`src/rtl/ascii_digit_packer.sv`:
```
`default_nettype none
// ============================================================================
//  Module   : ascii_digit_packer
//  Purpose  : Collects decimal ASCII digit characters from a byte stream and
//             emits one right-aligned, '0'-padded word of NDIG characters per
//             number (MS character in the top byte). A number ends after NDIG
//             digits or on the TERM character. A non-digit, non-TERM byte
//             raises a one-cycle err pulse and drops input until the next TERM.
//  Ports    : clk        system clock, rising edge
//             rst_n      asynchronous active-low reset
//             in_byte    incoming character
//             in_valid   in_byte valid
//             in_ready   packer can accept in_byte (decoded from state only)
//             out_ascii  packed ASCII digits (the buffer register)
//             out_valid  out_ascii holds a complete word
//             out_ready  downstream accepts the word
//             err        one-cycle pulse after an illegal character
//  Revision : 1.0  initial release
// ============================================================================
module ascii_digit_packer #(
  parameter int         NDIG = 4,
  parameter logic [7:0] TERM = 8'h0D
) (
  input  logic              clk,
  input  logic              rst_n,
  input  logic [7:0]        in_byte,
  input  logic              in_valid,
  output logic              in_ready,
  output logic [8*NDIG-1:0] out_ascii,
  output logic              out_valid,
  input  logic              out_ready,
  output logic              err
);

  localparam int              W          = 8 * NDIG;
  localparam int              CW         = $clog2(NDIG) + 1;
  localparam logic [W-1:0]    c_pad      = {NDIG{8'h30}};
  localparam logic [CW-1:0]   c_cnt_last = CW'(NDIG - 1);

  typedef enum logic [1:0] {
    S_COLLECT = 2'd0,
    S_DISCARD = 2'd1,
    S_OUT     = 2'd2
  } state_t;

  state_t          state_q, state_d;
  logic [CW-1:0]   cnt_q,   cnt_d;
  logic [W-1:0]    buf_q,   buf_d;
  logic            err_q,   err_d;

  logic            w_accept;
  logic            w_is_digit;
  logic            w_is_term;
  logic [W-1:0]    w_shifted;

  assign in_ready   = (state_q != S_OUT);
  assign out_valid  = (state_q == S_OUT);
  assign out_ascii  = buf_q;
  assign err        = err_q;

  assign w_accept   = in_valid && in_ready;
  assign w_is_digit = (in_byte >= 8'h30) && (in_byte <= 8'h39);
  assign w_is_term  = (in_byte == TERM);

  // Shift-left insertion keeps the number right-aligned; the untouched upper
  // bytes keep their '0' padding from the last buffer clear.
  generate
    if (NDIG > 1) begin : g_shift_multi
      assign w_shifted = {buf_q[W-9:0], in_byte};
    end else begin : g_shift_single
      assign w_shifted = in_byte;
    end
  endgenerate

  always_comb begin
    state_d = state_q;
    cnt_d   = cnt_q;
    buf_d   = buf_q;
    err_d   = 1'b0;
    case (state_q)
      S_COLLECT: begin
        if (w_accept) begin
          if (w_is_digit) begin
            buf_d = w_shifted;
            if (cnt_q == c_cnt_last) begin
              state_d = S_OUT;
            end else begin
              cnt_d = cnt_q + CW'(1);
            end
          end else if (w_is_term) begin
            // A TERM with nothing collected (e.g. CR after a full word) is
            // simply swallowed.
            if (cnt_q != '0) begin
              state_d = S_OUT;
            end
          end else begin
            err_d   = 1'b1;
            buf_d   = c_pad;
            cnt_d   = '0;
            state_d = S_DISCARD;
          end
        end
      end
      S_DISCARD: begin
        // Drop everything until TERM; repeated junk does not re-pulse err.
        if (w_accept && w_is_term) begin
          state_d = S_COLLECT;
        end
      end
      S_OUT: begin
        if (out_ready) begin
          state_d = S_COLLECT;
          cnt_d   = '0;
          buf_d   = c_pad;
        end
      end
      default: begin
        state_d = S_COLLECT;
        cnt_d   = '0;
        buf_d   = c_pad;
      end
    endcase
  end

  always_ff @(posedge clk or negedge rst_n) begin
    if (!rst_n) begin
      state_q <= S_COLLECT;
      cnt_q   <= '0;
      buf_q   <= c_pad;
      err_q   <= 1'b0;
    end else begin
      state_q <= state_d;
      cnt_q   <= cnt_d;
      buf_q   <= buf_d;
      err_q   <= err_d;
    end
  end

endmodule
`default_nettype wire

```
`config.mk`:
```
export PLATFORM = sky130hd
export DESIGN_NAME = ascii_digit_packer
export DESIGN_NICKNAME = d
export VERILOG_FILES = /design/src/rtl/ascii_digit_packer.sv
export SDC_FILE = /design/constraint.sdc
export NUM_CORES = 1
export LEC_CHECK = 0
export CAP_MARGIN = 40
export CORE_MARGIN = 4
export CORE_UTILIZATION = 35
export DETAILED_ROUTE_END_ITERATION = 10
export GPL_TIMING_DRIVEN = 0
export PLACE_DENSITY_LB_ADDON = 0.05
export SKIP_LAST_GASP = 1
export SYNTH_ARGS = -nofsm -noshare
export SYNTH_HDL_FRONTEND = slang
export SYNTH_SLANG_ARGS = --single-unit
```
`constraint.sdc`:
```
create_clock -name clk -period 1.6 [get_ports clk]
set_clock_uncertainty 0.15 [all_clocks]
set_input_delay 0.32 -clock clk [delete_from_list [all_inputs] [get_ports clk]]
set_output_delay 0.32 -clock clk [all_outputs]
set_load 0.005 [all_outputs]
```
## Yosys cells after proc, flatten, opt, wreduce, memory -nomap -nowiden

Cells that the tools add are included.

| word-level totals | value |
|---|---|
| register bits after elaboration | 38 |
| output and inout port bits | 35 |

| cells by class | value |
|---|---|
| add/subtract/negate cells | 1 |
| order comparisons | 2 |
| equality and inequality tests | 12 |
| mux-type cells | 23 |
| bitwise gates (word level) | 1 |
| reductions and logical operators | 8 |

Operators by type and width:

| kind | number |
|---|---|
| 32-bit two-way mux | 4 |
| 32-bit case mux with 3 select lines | 1 |
| 3-bit two-way mux | 5 |
| 2-bit two-way mux | 7 |
| 5-bit AND reduction | 2 |
| 3-bit inequality test (second input constant) | 3 |
| 3-bit case mux with 3 select lines | 1 |
| 8-bit by 4-bit == test with 1-bit output (second input constant) | 1 |
| 8-bit by 6-bit >= comparator with 1-bit output (second input constant) | 1 |
| 8-bit by 6-bit <= comparator with 1-bit output (second input constant) | 1 |
| 2-bit inequality test (second input constant) | 3 |
| 2-bit case mux with 3 select lines | 1 |
| 1-bit two-way mux | 4 |
| 4-bit inequality test (second input constant) | 1 |
| 4-bit AND reduction | 1 |
| 3-bit by 1-bit adder with 3-bit output (second input constant) | 1 |
| 3-bit by 2-bit == test with 1-bit output (second input constant) | 1 |
| 1-bit logical AND | 3 |
| 3-bit nonzero test | 1 |
| 2-bit by 1-bit == test with 1-bit output (second input constant) | 1 |
| 2-bit == test (second input constant) | 1 |
| 2-bit logical NOT | 1 |
| 2-bit by 1-bit inequality test with 1-bit output (second input constant) | 1 |
| 1-bit NOT | 1 |

## Longest topological paths before layout

| depth | value |
|---|---|
| word-level depth | 6 |
| mapped depth | 6 |
| mapped depth without buffers | 5 |

## Least setup slack after synthesis

No wires, ideal clock.

| timing | value |
|---|---|
| path type | input to register |
| start point | in in_byte[3] |
| end point | reg cnt_q[0] |
| setup time | 125 ps |
| data arrival time | 1423 ps |
| data required time | 1325 ps |
| setup slack | -98 ps |
| stages on the path | 4 |
| buffers on the path | 0 |
| path through | nor4b_1 > a2111o_1 > a22o_1 > mux2_2 |

| between the ends | value |
|---|---|
| cells in the longest elaborated chain, start to end | 5 |
| elaborated cells between the ends (all ways) | 10 |
| classes of those cells | order compare (2); eq/ne (3); mux (3); reduce/logical (2) |

Ends and longest elaborated chain:

| item | RTL line | text |
|---|---|---|
| from (decl) | 26 | `input logic [7:0] in_byte,` |
| 8-bit by 6-bit >= comparator with 1-bit output or 8-bit by 6-bit <= comparator with 1-bit output (tied branches) | 62 | `assign w_is_digit = (in_byte >= 8'h30) && (in_byte <= 8'h39);` |
| 1-bit logical AND | 62 |  |
| 3-bit two-way mux | 83 | `if (w_is_digit) begin` |
| 3-bit two-way mux | 82 | `if (w_accept) begin` |
| 3-bit case mux with 3 select lines | 80 | `case (state_q)` |
| to (signal assigned) | 133 | `cnt_q <= cnt_d;` |
| to (decl) | 47 | `logic [CW-1:0] cnt_q, cnt_d;` |

Parallel ways exist; a longest one is shown, timed or not. The select of a mux whose other input is x is not followed.
A chain may end at the register's enable or synchronous reset.

## Worst setup path after layout

Ends and elaborated chain as after synthesis.

==> results.cfg <==
[outcome]
outcome = complete, but fails checks
violations = setup timing

[power_and_ir_drop]
ir_drop_uv = 427
power.density_nw_per_um2 = 624
leakage_nw = 1.41

[cts]
clkTransAtPathRegs_ns = 0.07
tritoncts = built
insertion_delay_ns = 0.29
cts.sinks = 38
cts.htree.levels = 2
cts_root_buffer = sky130_fd_sc_hd__clkbuf_8
cts-root-to-sink-buffers = 2
tritoncts.num_buffers = 5

[route]
average_detailed_routed_wire_length_per_instance_um = 15.3
first_iter_violations = 103
drc_errors = 0
drt_pass1_iterations = 4
via_per_inst = 5.23
via_count = 1625
finalWirelength_um = 4760
number_of_routed_nets_with_antenna_violations = 0

[yosys]
synth_warnings = 0
syn-instance-count = 173
yosysSeqAreaShare_pct = 57.3
synthesized_netlist_net_count = 188
post_synthesis_instance_area_um2 = 1680
synth_seq_cells = 38
average_size_of_a_mapped_cell_um2 = 9.70
synthDistinctLibCells = 24

[die]
fp.dieArea_um2 = 5970
coreArea_um2 = 4500
ios = 47
floorplan.die.width_um = 77.2
row_count = 24
starting_density_of_the_core_pct = 37.2
floorplan.die.height_um = 77.2

[placed_design]
placement.setup.worst_slack_ns = -0.883
dp.final_hpwl_um = 3030
port-buffer-count = 46
dpl-instance-area_um2 = 2200
placer_congestion = 0.771

[worst_setup_path]
ff2ff_setup_slack_ns = -0.12
beginning_of_the_critical_path = in_byte[3]
worst_path_maximum_fanout = 6
worst_r2r_startpoint = state_q[0]
arrival_ns = 1.75
required_ns = 1.62
r2r_end = cnt_q[0]
ff2ff_path_depth = 4
critical_path.max_stage_delay_ns = 0.50
critical_path_cell_list = clkdlybuf4s15_1 -> nor4b_2 -> a2111o_1 -> a22o_1 -> mux2_2
endpoint_of_the_most_critical_setup_path = cnt_q[0]
start_kind = input port
worst_setup_end_kind = register
crit_type = in2reg
cpMaxStageDelayCell = sky130_fd_sc_hd__a2111o_1

[sta]
tns_ns = -0.988
final-setup-viol-count = 30
worst_slew_pin_slew_ns = 0.511
finalHoldViolations = 0
max_slew_vio_count = 0
timing.fmax_mhz = 578
timing.final.ws_setup_ns = -0.129
slew-limit-headroom_pct = 65.9
rsz0062_at_grt = true
fin_crit_ns = 1.73
min_period_over_period_pct = 108

[finish]
drive_above_1_share_pct = 40.2
insertedDiodeCount = 0
most_frequent_cells_in_the_layout = sky130_fd_sc_hd__dlygate4sd2_1, sky130_fd_sc_hd__buf_4, sky130_fd_sc_hd__dfrtp_1
utilization_pct = 62.2
design.final.nets = 273
design_area_um2 = 2800
most_frequent_standard_cell_in_the_layout_excluding_fill_and_tap_cells = sky130_fd_sc_hd__dlygate4sd2_1
area_growth_syn_to_layout_pct = 67.0

[hold_path]
holdCritPathClass = in2reg

[global_route]
grt_antenna_before_repair = 0
global_route_wire_length_before_repair_um = 7850
grt_max_degree = 39
grt_usage_pct = 16.6
globalRoute.totalOverflow = 0
grt_pass1_vias = 1658

[run]
cap_viol_max_count = 0
## registers in the layout, indices dropped and copies added (netlist names)
name	flops
cnt_q	3
err	1
out_ascii	32
state_q	2
## how the worst min path moves through the flow
stage | end | cells past startpoint | from
after global routing | state_q[0] | 2 | in_valid
final | state_q[0] | 2 | in_valid
after CTS | out_ascii[0] | 3 | in_byte[0]
after floorplan | cnt_q[0] | 0 | rst_n
after detailed placement | out_ascii[22] | 1 | rst_n
after global placement | out_ascii[28] | 2 | out_ascii[28]
## synth_stat cells
| cell | n | area share [%] |
|---|---|---|
| sky130_fd_sc_hd__o21ai_1 | 24 | 7.2 |
| sky130_fd_sc_hd__and4bb_1 | 1 | 0.75 |
| sky130_fd_sc_hd__a21oi_1 | 7 | 2.1 |
| sky130_fd_sc_hd__dfrtp_1 | 30 | 45 |
| sky130_fd_sc_hd__nor2_1 | 2 | 0.45 |
| sky130_fd_sc_hd__inv_1 | 12 | 2.7 |
| sky130_fd_sc_hd__dfstp_2 | 8 | 13 |
| sky130_fd_sc_hd__a2111o_1 | 1 | 0.67 |
| sky130_fd_sc_hd__nand2b_1 | 3 | 1.1 |
| sky130_fd_sc_hd__nor4b_1 | 1 | 0.52 |
| sky130_fd_sc_hd__a22oi_1 | 1 | 0.45 |
| sky130_fd_sc_hd__o22ai_1 | 1 | 0.37 |
| sky130_fd_sc_hd__and3_1 | 3 | 1.1 |
| sky130_fd_sc_hd__a22o_1 | 3 | 1.6 |
| sky130_fd_sc_hd__nor4bb_1 | 1 | 0.60 |
| sky130_fd_sc_hd__nand3_1 | 23 | 6.9 |
| sky130_fd_sc_hd__clkbuf_1 | 8 | 1.8 |
| sky130_fd_sc_hd__ha_1 | 3 | 2.2 |
| sky130_fd_sc_hd__a211oi_1 | 7 | 3.1 |
| sky130_fd_sc_hd__and2_1 | 3 | 1.1 |
| sky130_fd_sc_hd__nor3_2 | 1 | 0.60 |
| sky130_fd_sc_hd__mux2_2 | 1 | 0.67 |
| sky130_fd_sc_hd__buf_2 | 4 | 1.2 |
| sky130_fd_sc_hd__nand2_1 | 25 | 5.6 |
## metrics by stage
| stage | hold slack, ns | total power, W | std cells |
|---|---|---|---|
| after global placement | 0.301 | 0.00107 | 271 |
| final | 0.173 | 0.00175 | 311 |
| after detailed placement | 0.306 | 0.00107 | 271 |
| after global routing | 0.196 | 0.00181 | 311 |
| after CTS | 0.294 | 0.00176 | 310 |
| after floorplan | -0.126 | 0.00101 | 173 |
## cell type report
cell class	count	area, um2
clock inverters	2	12.5
flip-flops and latches	38	962
fillers	379	1700
inverters	12	45.0
clock buffers	6	82.6
well taps	52	65.1
multi-input cells	111	818
plain buffers	11	111
repair buffers	79	706
## metal layers
layer,vias up,track usage [%],part of all wire [%]
li1,766,-,-
met1,802,21.0,43
met2,49,26.5,50
met3,8,4.10,6.0
met4,0,7.65,1.5
met5,-,0,0
## cell families (layout without fill, tap and decap cells)
group,count (synthesis),in the layout,synth area share (%)
compound gates,44,44,15.4
fa+ha+maj,3,3,2.24
buf+inv,24,110,5.67
flops,38,38,57.3
mux,1,1,0.671
simple gates,63,63,18.7
## timing repair
action / in CTS / in global routing
resized for setup: 106 / 25
buffers inserted: 28 / 2
endpoints found under the setup margin: 70 / 40
gates cloned: 3 / 0
hold buffers: 1 / 0
pin swaps: 29 / 8
hold endpoints to repair: 4 / 0
## report_power, final
part	internal, W	leakage (nW)	switching [W]
Combinational	0.0000456	0.864	0.0000464
Clock	0.000346	0.0472	0.000337
Sequential	0.000970	0.496	0.00000385
Total	0.00136	1.41	0.000387
## critical path: cells and delay by family
| kind | cells | cell delay (ns) |
|---|---|---|
| AOI/OAI and AO/OA | 2 | 0.78 |
| muxes | 1 | 0.27 |
| buffers and inverters | 1 | 0.20 |
| and+or+nand+nor | 1 | 0.18 |
Power figures use the tool's default switching activity.
==> edit 1, RTL diff (same flow settings) <==
`NDIG`: 4 -> 8.
--- a/src/rtl/ascii_digit_packer.sv
+++ b/src/rtl/ascii_digit_packer.sv
@@ -18,7 +18,7 @@
 //  Revision : 1.0  initial release
 // ============================================================================
 module ascii_digit_packer #(
-  parameter int         NDIG = 4,
+  parameter int         NDIG = 8,
   parameter logic [7:0] TERM = 8'h0D
 ) (
   input  logic              clk,
Interface: changed (resized out_ascii); port bits go from 47 to 79. No check against the original RTL was run, so the function may have changed too.
==> edit 1 against the original RTL <==
- the run still ends with negative setup slack left
- wire length grew 110%
- count of clock-buffer cells in the layout up 8
- combinational power grew to 2.7 times the old value
- global-route usage up 3.7 points
- critical path type is now reg -> reg
- first-iteration DRC count rose by 38%
- worst setup slack got worse by 0.15 ns
- maximum frequency down 7.8%
- sequential cell count grew 33
- total power increased by 110%
- synthesized area is 82% higher
- utilization down 0.50 points
- cell count increased by 93%
- design area increased by 85%
- die area grew 73%
- critical endpoint is now cnt_q[3]
==> edit 1: results (changes against the original RTL) <==
\begin{tabular}{lr}
\hline
Metric & Value \\
\hline
\multicolumn{2}{l}{\textbf{Outcome}} \\
Outcome & finished with violations (unchanged) \\
Failing checks & negative setup slack (unchanged) \\
\multicolumn{2}{l}{\textbf{STA}} \\
Setup violators final & 71 (was 30) \\
Measured slew at the worst slew-check pin & 0.448 ns (was 0.511 ns) \\
Final worst slack & -0.276 ns (was -0.129 ns) \\
\multicolumn{2}{l}{\textbf{Global routing}} \\
Wire length of the first global-routing pass & 16,200 um (was 7850 um) \\
Vias in the first global route & 3,087 (was 1,658) \\
Total GRT Usage & 20.3\% (was 16.6\%) \\
Maximum number of pins on one net before global-route repair & 52 (was 39) \\
\multicolumn{2}{l}{\textbf{Placement}} \\
Port bufs & 78 (was 46) \\
Detail Placement HPWL & 5850 um (was 3030 um) \\
Cell Count Post-Placement & 510 (was 271) \\
Routability cong. & 0.744 (was 0.771) \\
\multicolumn{2}{l}{\textbf{Logic synthesis}} \\
Main area contributors after synthesis & sky130\_fd\_sc\_hd\_\_dfrtp\_1 (45\%), sky130\_fd\_sc\_hd\_\_dfstp\_2 (14\%), sky130\_fd\_sc\_hd\_\_nand3\_1 (7.8\%) (was sky130\_fd\_sc\_hd\_\_dfrtp\_1 (45\%), sky130\_fd\_sc\_hd\_\_dfstp\_2 (13\%), sky130\_fd\_sc\_hd\_\_o21ai\_1 (7.2\%)) \\
Compound-gate portion of the synthesized area & 13.1\% (was 15.4\%) \\
Portion of netlist area occupied by mux cells & 0.695\% (was 0.671\%) \\
Synth Area in Adders & 0.817\% (was 2.24\%) \\
Portion of the post-synthesis area used by sequential elements & 58.7\% (was 57.3\%) \\
Post-synth net total & 340 (was 188) \\
\multicolumn{2}{l}{\textbf{CTS}} \\
Latest clock arrival within the worst-skew pair & 0.35 ns (was 0.29 ns) \\
\multicolumn{2}{l}{\textbf{Power}} \\
Static leakage & 2.47 nW (was 1.41 nW) \\
\multicolumn{2}{l}{\textbf{Drt}} \\
Per-cell via count in the routed design & 5.14 (was 5.23) \\
Wire per inst & 16.5 um (was 15.3 um) \\
Total length of routed wires & 9940 um (was 4760 um) \\
\multicolumn{2}{l}{\textbf{Worst setup path}} \\
Setup slack of the worst register-to-register path & -0.28 ns (was -0.12 ns) \\
Worst reg2reg path startpoint & state\_q[1] (was state\_q[0]) \\
Worst endpoint data arrival time & 1.99 ns (was 1.75 ns) \\
Cell family with the largest share of critical-path delay & simple AND/OR/NAND/NOR gates (was compound AO/OA/AOI/OAI gates) \\
Critical register-to-register path endpoint & cnt\_q[3] (was cnt\_q[0]) \\
\multicolumn{2}{l}{\textbf{Final layout}} \\
Share of cells above drive strength 1 & 42.7\% (was 40.2\%) \\
\hline
\end{tabular}
[edit 1: changes by cell type after synthesis, sizes merged, moves of 3 or more]
cell,unedited run,this run
o21ai,24,49
a211oi,7,0
nor3,1,15
a21oi,7,16
inv,12,4
buf,4,8
nand2b,3,0
nand3,23,48
nor2,2,18
nand2,25,49
dfrtp,30,55
clkbuf,8,19
dfstp,8,16
[edit 1: worst max-delay path by stage]
| stage | from | to | slack (ns) | cells after the start |
|---|---|---|---|---|
| after floorplan | state_q[0] | cnt_q[3] | -0.21 | 5 |
| after global placement | rst_n | out_ascii[23] | -2.50 | 1 |
| after detailed placement | in_byte[0] | out_ascii[8] | -1.03 | 7 |
| after CTS | state_q[1] | cnt_q[3] | -0.26 | 4 |
| after global routing | state_q[1] | cnt_q[3] | -0.32 | 4 |
| final | state_q[1] | cnt_q[3] | -0.28 | 4 |
[edit 1: kinds of logic after synthesis]
logic type	Yosys count
buf+inv	31
compound gates	75
fa+ha+maj	2
mux	2
flops	71
simple gates	145
[edit 1: area by class of cell]
cell class                      instances  area, um2
Buffer                                 25        238
Clock buffer                           14        206
Clock inverter                          2       16.3
Fill cell                             748       3210
Inverter                                4       15.0
Multi-Input combinational cell        224       1440
Sequential cell                        71       1800
Tap cell                              105        131
Timing Repair Buffer                  156       1330
[edit 1: power breakdown]
part | internal (W) | leakage (nW) | switching (W)
clock network | 0.000855 | 0.109 | 0.000711
logic | 0.000130 | 1.43 | 0.000119
registers | 0.00185 | 0.930 | 0.0000251
[edit 1: what timing repair did]
item / CTS / global route
pin swaps: 32 / 7
hold endpoints to repair: 20 / 0
buffers inserted: 65 / 7
hold buffers: 1 / 0
gates resized for setup: 209 / 79
cloned: 3 / 1
endpoints found under the setup margin: 137 / 85
[edit 1: through the flow]
stage | TNS [ns] | hold slack (ns) | area [um2] | setup WS [ns]
after floorplan | -9.57 | -0.126 | 3070 | -0.208
after global placement | -229.36 | 0.336 | 3990 | -2.50
after detailed placement | -62.86 | 0.0853 | 4010 | -1.03
after CTS | -9.59 | 0.161 | 4990 | -0.263
after global routing | -13.84 | 0.194 | 5170 | -0.315
final | -10.62 | 0.177 | 5170 | -0.276
[edit 1: routing by layer]
| layer | GRT usage (%) | vias to the layer above | share of wire [%] |
|---|---|---|---|
| met3 | 3.44 | 11 | 3.8 |
| met2 | 30.5 | 68 | 47 |
| met5 | 0 | - | 0 |
| met4 | 6.13 | 0 | 1.2 |
| met1 | 30.1 | 1543 | 48 |
| li1 | - | 1470 | - |
==> edit 2, RTL diff (config.mk and constraints unchanged) <==
Without the edit above. Make the reset (`rst_n`) synchronous in one clocked block. Comments in the files are not updated.
--- a/src/rtl/ascii_digit_packer.sv
+++ b/src/rtl/ascii_digit_packer.sv
@@ -122,7 +122,7 @@
     endcase
   end
 
-  always_ff @(posedge clk or negedge rst_n) begin
+  always_ff @(posedge clk) begin
     if (!rst_n) begin
       state_q <= S_COLLECT;
       cnt_q   <= '0;
Behaviour: differs if rst_n is asserted again (counterexample within 4 cycles, from zero or initial values and one cycle with rst_n low); with rst_n held inactive, the same outputs for 10 cycles.
==> edit 2 against the original RTL <==
- the run still ends with negative setup slack left
- highest routed layer unchanged
- design area rose by 1.9%
- first-iteration DRC count rose by 61%
- die area rose by 0.14%
- critical endpoint is now out_ascii[4]
- largest cell class is now multi-input gates
- sequential cell count did not move
- register-to-register slack improved by 0.08 ns
- maximum frequency rose by 5.6%
- count of clock-buffer cells in the layout rose by 1
- synthesized area rose by 0.15%
- worst setup slack improved by 0.091 ns
- wire length rose by 16%
Power is not compared: it rests on default switching activity, and its combinational part moved more than twofold at a synthesized area within 25%.
==> edit 2: results (changes against the original RTL) <==
\begin{tabular}{lr}
\hline
Metric & Value \\
\hline
\multicolumn{2}{l}{\textbf{Outcome}} \\
Outcome & finished with violations (unchanged) \\
Failing checks & negative setup slack (unchanged) \\
\multicolumn{2}{l}{\textbf{Final layout}} \\
Final standard cell count with taps included and fillers excluded & 330 (was 311) \\
Share of cells above drive strength 1 & 42.8\% (was 40.2\%) \\
Count of inverters other than clock inverters in the layout & 6 (was 12) \\
\multicolumn{2}{l}{\textbf{Global routing}} \\
Routing usage on met3 & 4.57\% (was 4.10\%) \\
Wire length of the first global-routing pass & 8710 um (was 7850 um) \\
\multicolumn{2}{l}{\textbf{Logic synthesis}} \\
Distinct cell type count of the synthesized netlist & 32 (was 24) \\
Combinational family with the most area after synthesis & compound AO/OA/AOI/OAI gates (was simple AND/OR/NAND/NOR gates) \\
Primary FF master, synth & sky130\_fd\_sc\_hd\_\_dfxtp\_1 (was sky130\_fd\_sc\_hd\_\_dfrtp\_1) \\
Post-synth net total & 205 (was 188) \\
Main area contributors after synthesis & sky130\_fd\_sc\_hd\_\_dfxtp\_1 (45\%), sky130\_fd\_sc\_hd\_\_o211ai\_1 (9.8\%), sky130\_fd\_sc\_hd\_\_a21oi\_1 (6.9\%) (was sky130\_fd\_sc\_hd\_\_dfrtp\_1 (45\%), sky130\_fd\_sc\_hd\_\_dfstp\_2 (13\%), sky130\_fd\_sc\_hd\_\_o21ai\_1 (7.2\%)) \\
Synth Area in Adders & 2.23\% (was 2.24\%) \\
Portion of netlist area occupied by mux cells & 0\% (was 0.671\%) \\
\multicolumn{2}{l}{\textbf{Worst setup path}} \\
Cell with the largest stage delay on the worst path & sky130\_fd\_sc\_hd\_\_clkdlybuf4s50\_1 (was sky130\_fd\_sc\_hd\_\_a2111o\_1) \\
Biggest cell delay along the critical path & 0.63 ns (was 0.50 ns) \\
Worst endpoint data arrival time & 1.64 ns (was 1.75 ns) \\
Startpoint of the most critical setup path & rst\_n (was in\_byte[3]) \\
Cell family with the largest share of critical-path delay & buffers and inverters (was compound AO/OA/AOI/OAI gates) \\
\multicolumn{2}{l}{\textbf{Placement}} \\
Cell Count Post-Placement & 288 (was 271) \\
Placed Instance Area & 2240 um2 (was 2200 um2) \\
\multicolumn{2}{l}{\textbf{STA}} \\
Smallest hold slack & 0.170 ns (was 0.173 ns) \\
Final worst slack & -0.0378 ns (was -0.129 ns) \\
Measured slew at the worst slew-check pin & 0.440 ns (was 0.511 ns) \\
Setup violators final & 21 (was 30) \\
\multicolumn{2}{l}{\textbf{Drt}} \\
DRT met1 WL & 2220 um (was 2030 um) \\
Routed length on met2 & 2850 um (was 2370 um) \\
Wire length on met3 & 330 um (was 285 um) \\
Per-cell via count in the routed design & 5.70 (was 5.23) \\
Iteration-0 DRC count of the detailed router & 166 (was 103) \\
\multicolumn{2}{l}{\textbf{Power}} \\
Tot Pwr & 0.00200 W \\
\multicolumn{2}{l}{\textbf{CTS}} \\
Setup Buffers After CTS & 26 (was 28) \\
\hline
\end{tabular}
edit 2: changes by cell type after synthesis, moves of 7 or more:
cell                       change
sky130_fd_sc_hd__a21oi_1      +16
sky130_fd_sc_hd__dfxtp_1      +38
sky130_fd_sc_hd__dfstp_2       -8
sky130_fd_sc_hd__dfrtp_1      -30
sky130_fd_sc_hd__inv_1         -7
sky130_fd_sc_hd__nand2_1      -19
sky130_fd_sc_hd__o21ai_1      -19
sky130_fd_sc_hd__o211ai_1     +22
edit 2: worst reg2reg max path, cell delays in order (launching register included):
cell	delay [ns]
sky130_fd_sc_hd__dfxtp_4	0.37
sky130_fd_sc_hd__nand2b_4	0.16
sky130_fd_sc_hd__a211o_1	0.34
sky130_fd_sc_hd__buf_2	0.20
sky130_fd_sc_hd__a211oi_2	0.19
sky130_fd_sc_hd__o21ai_1	0.10
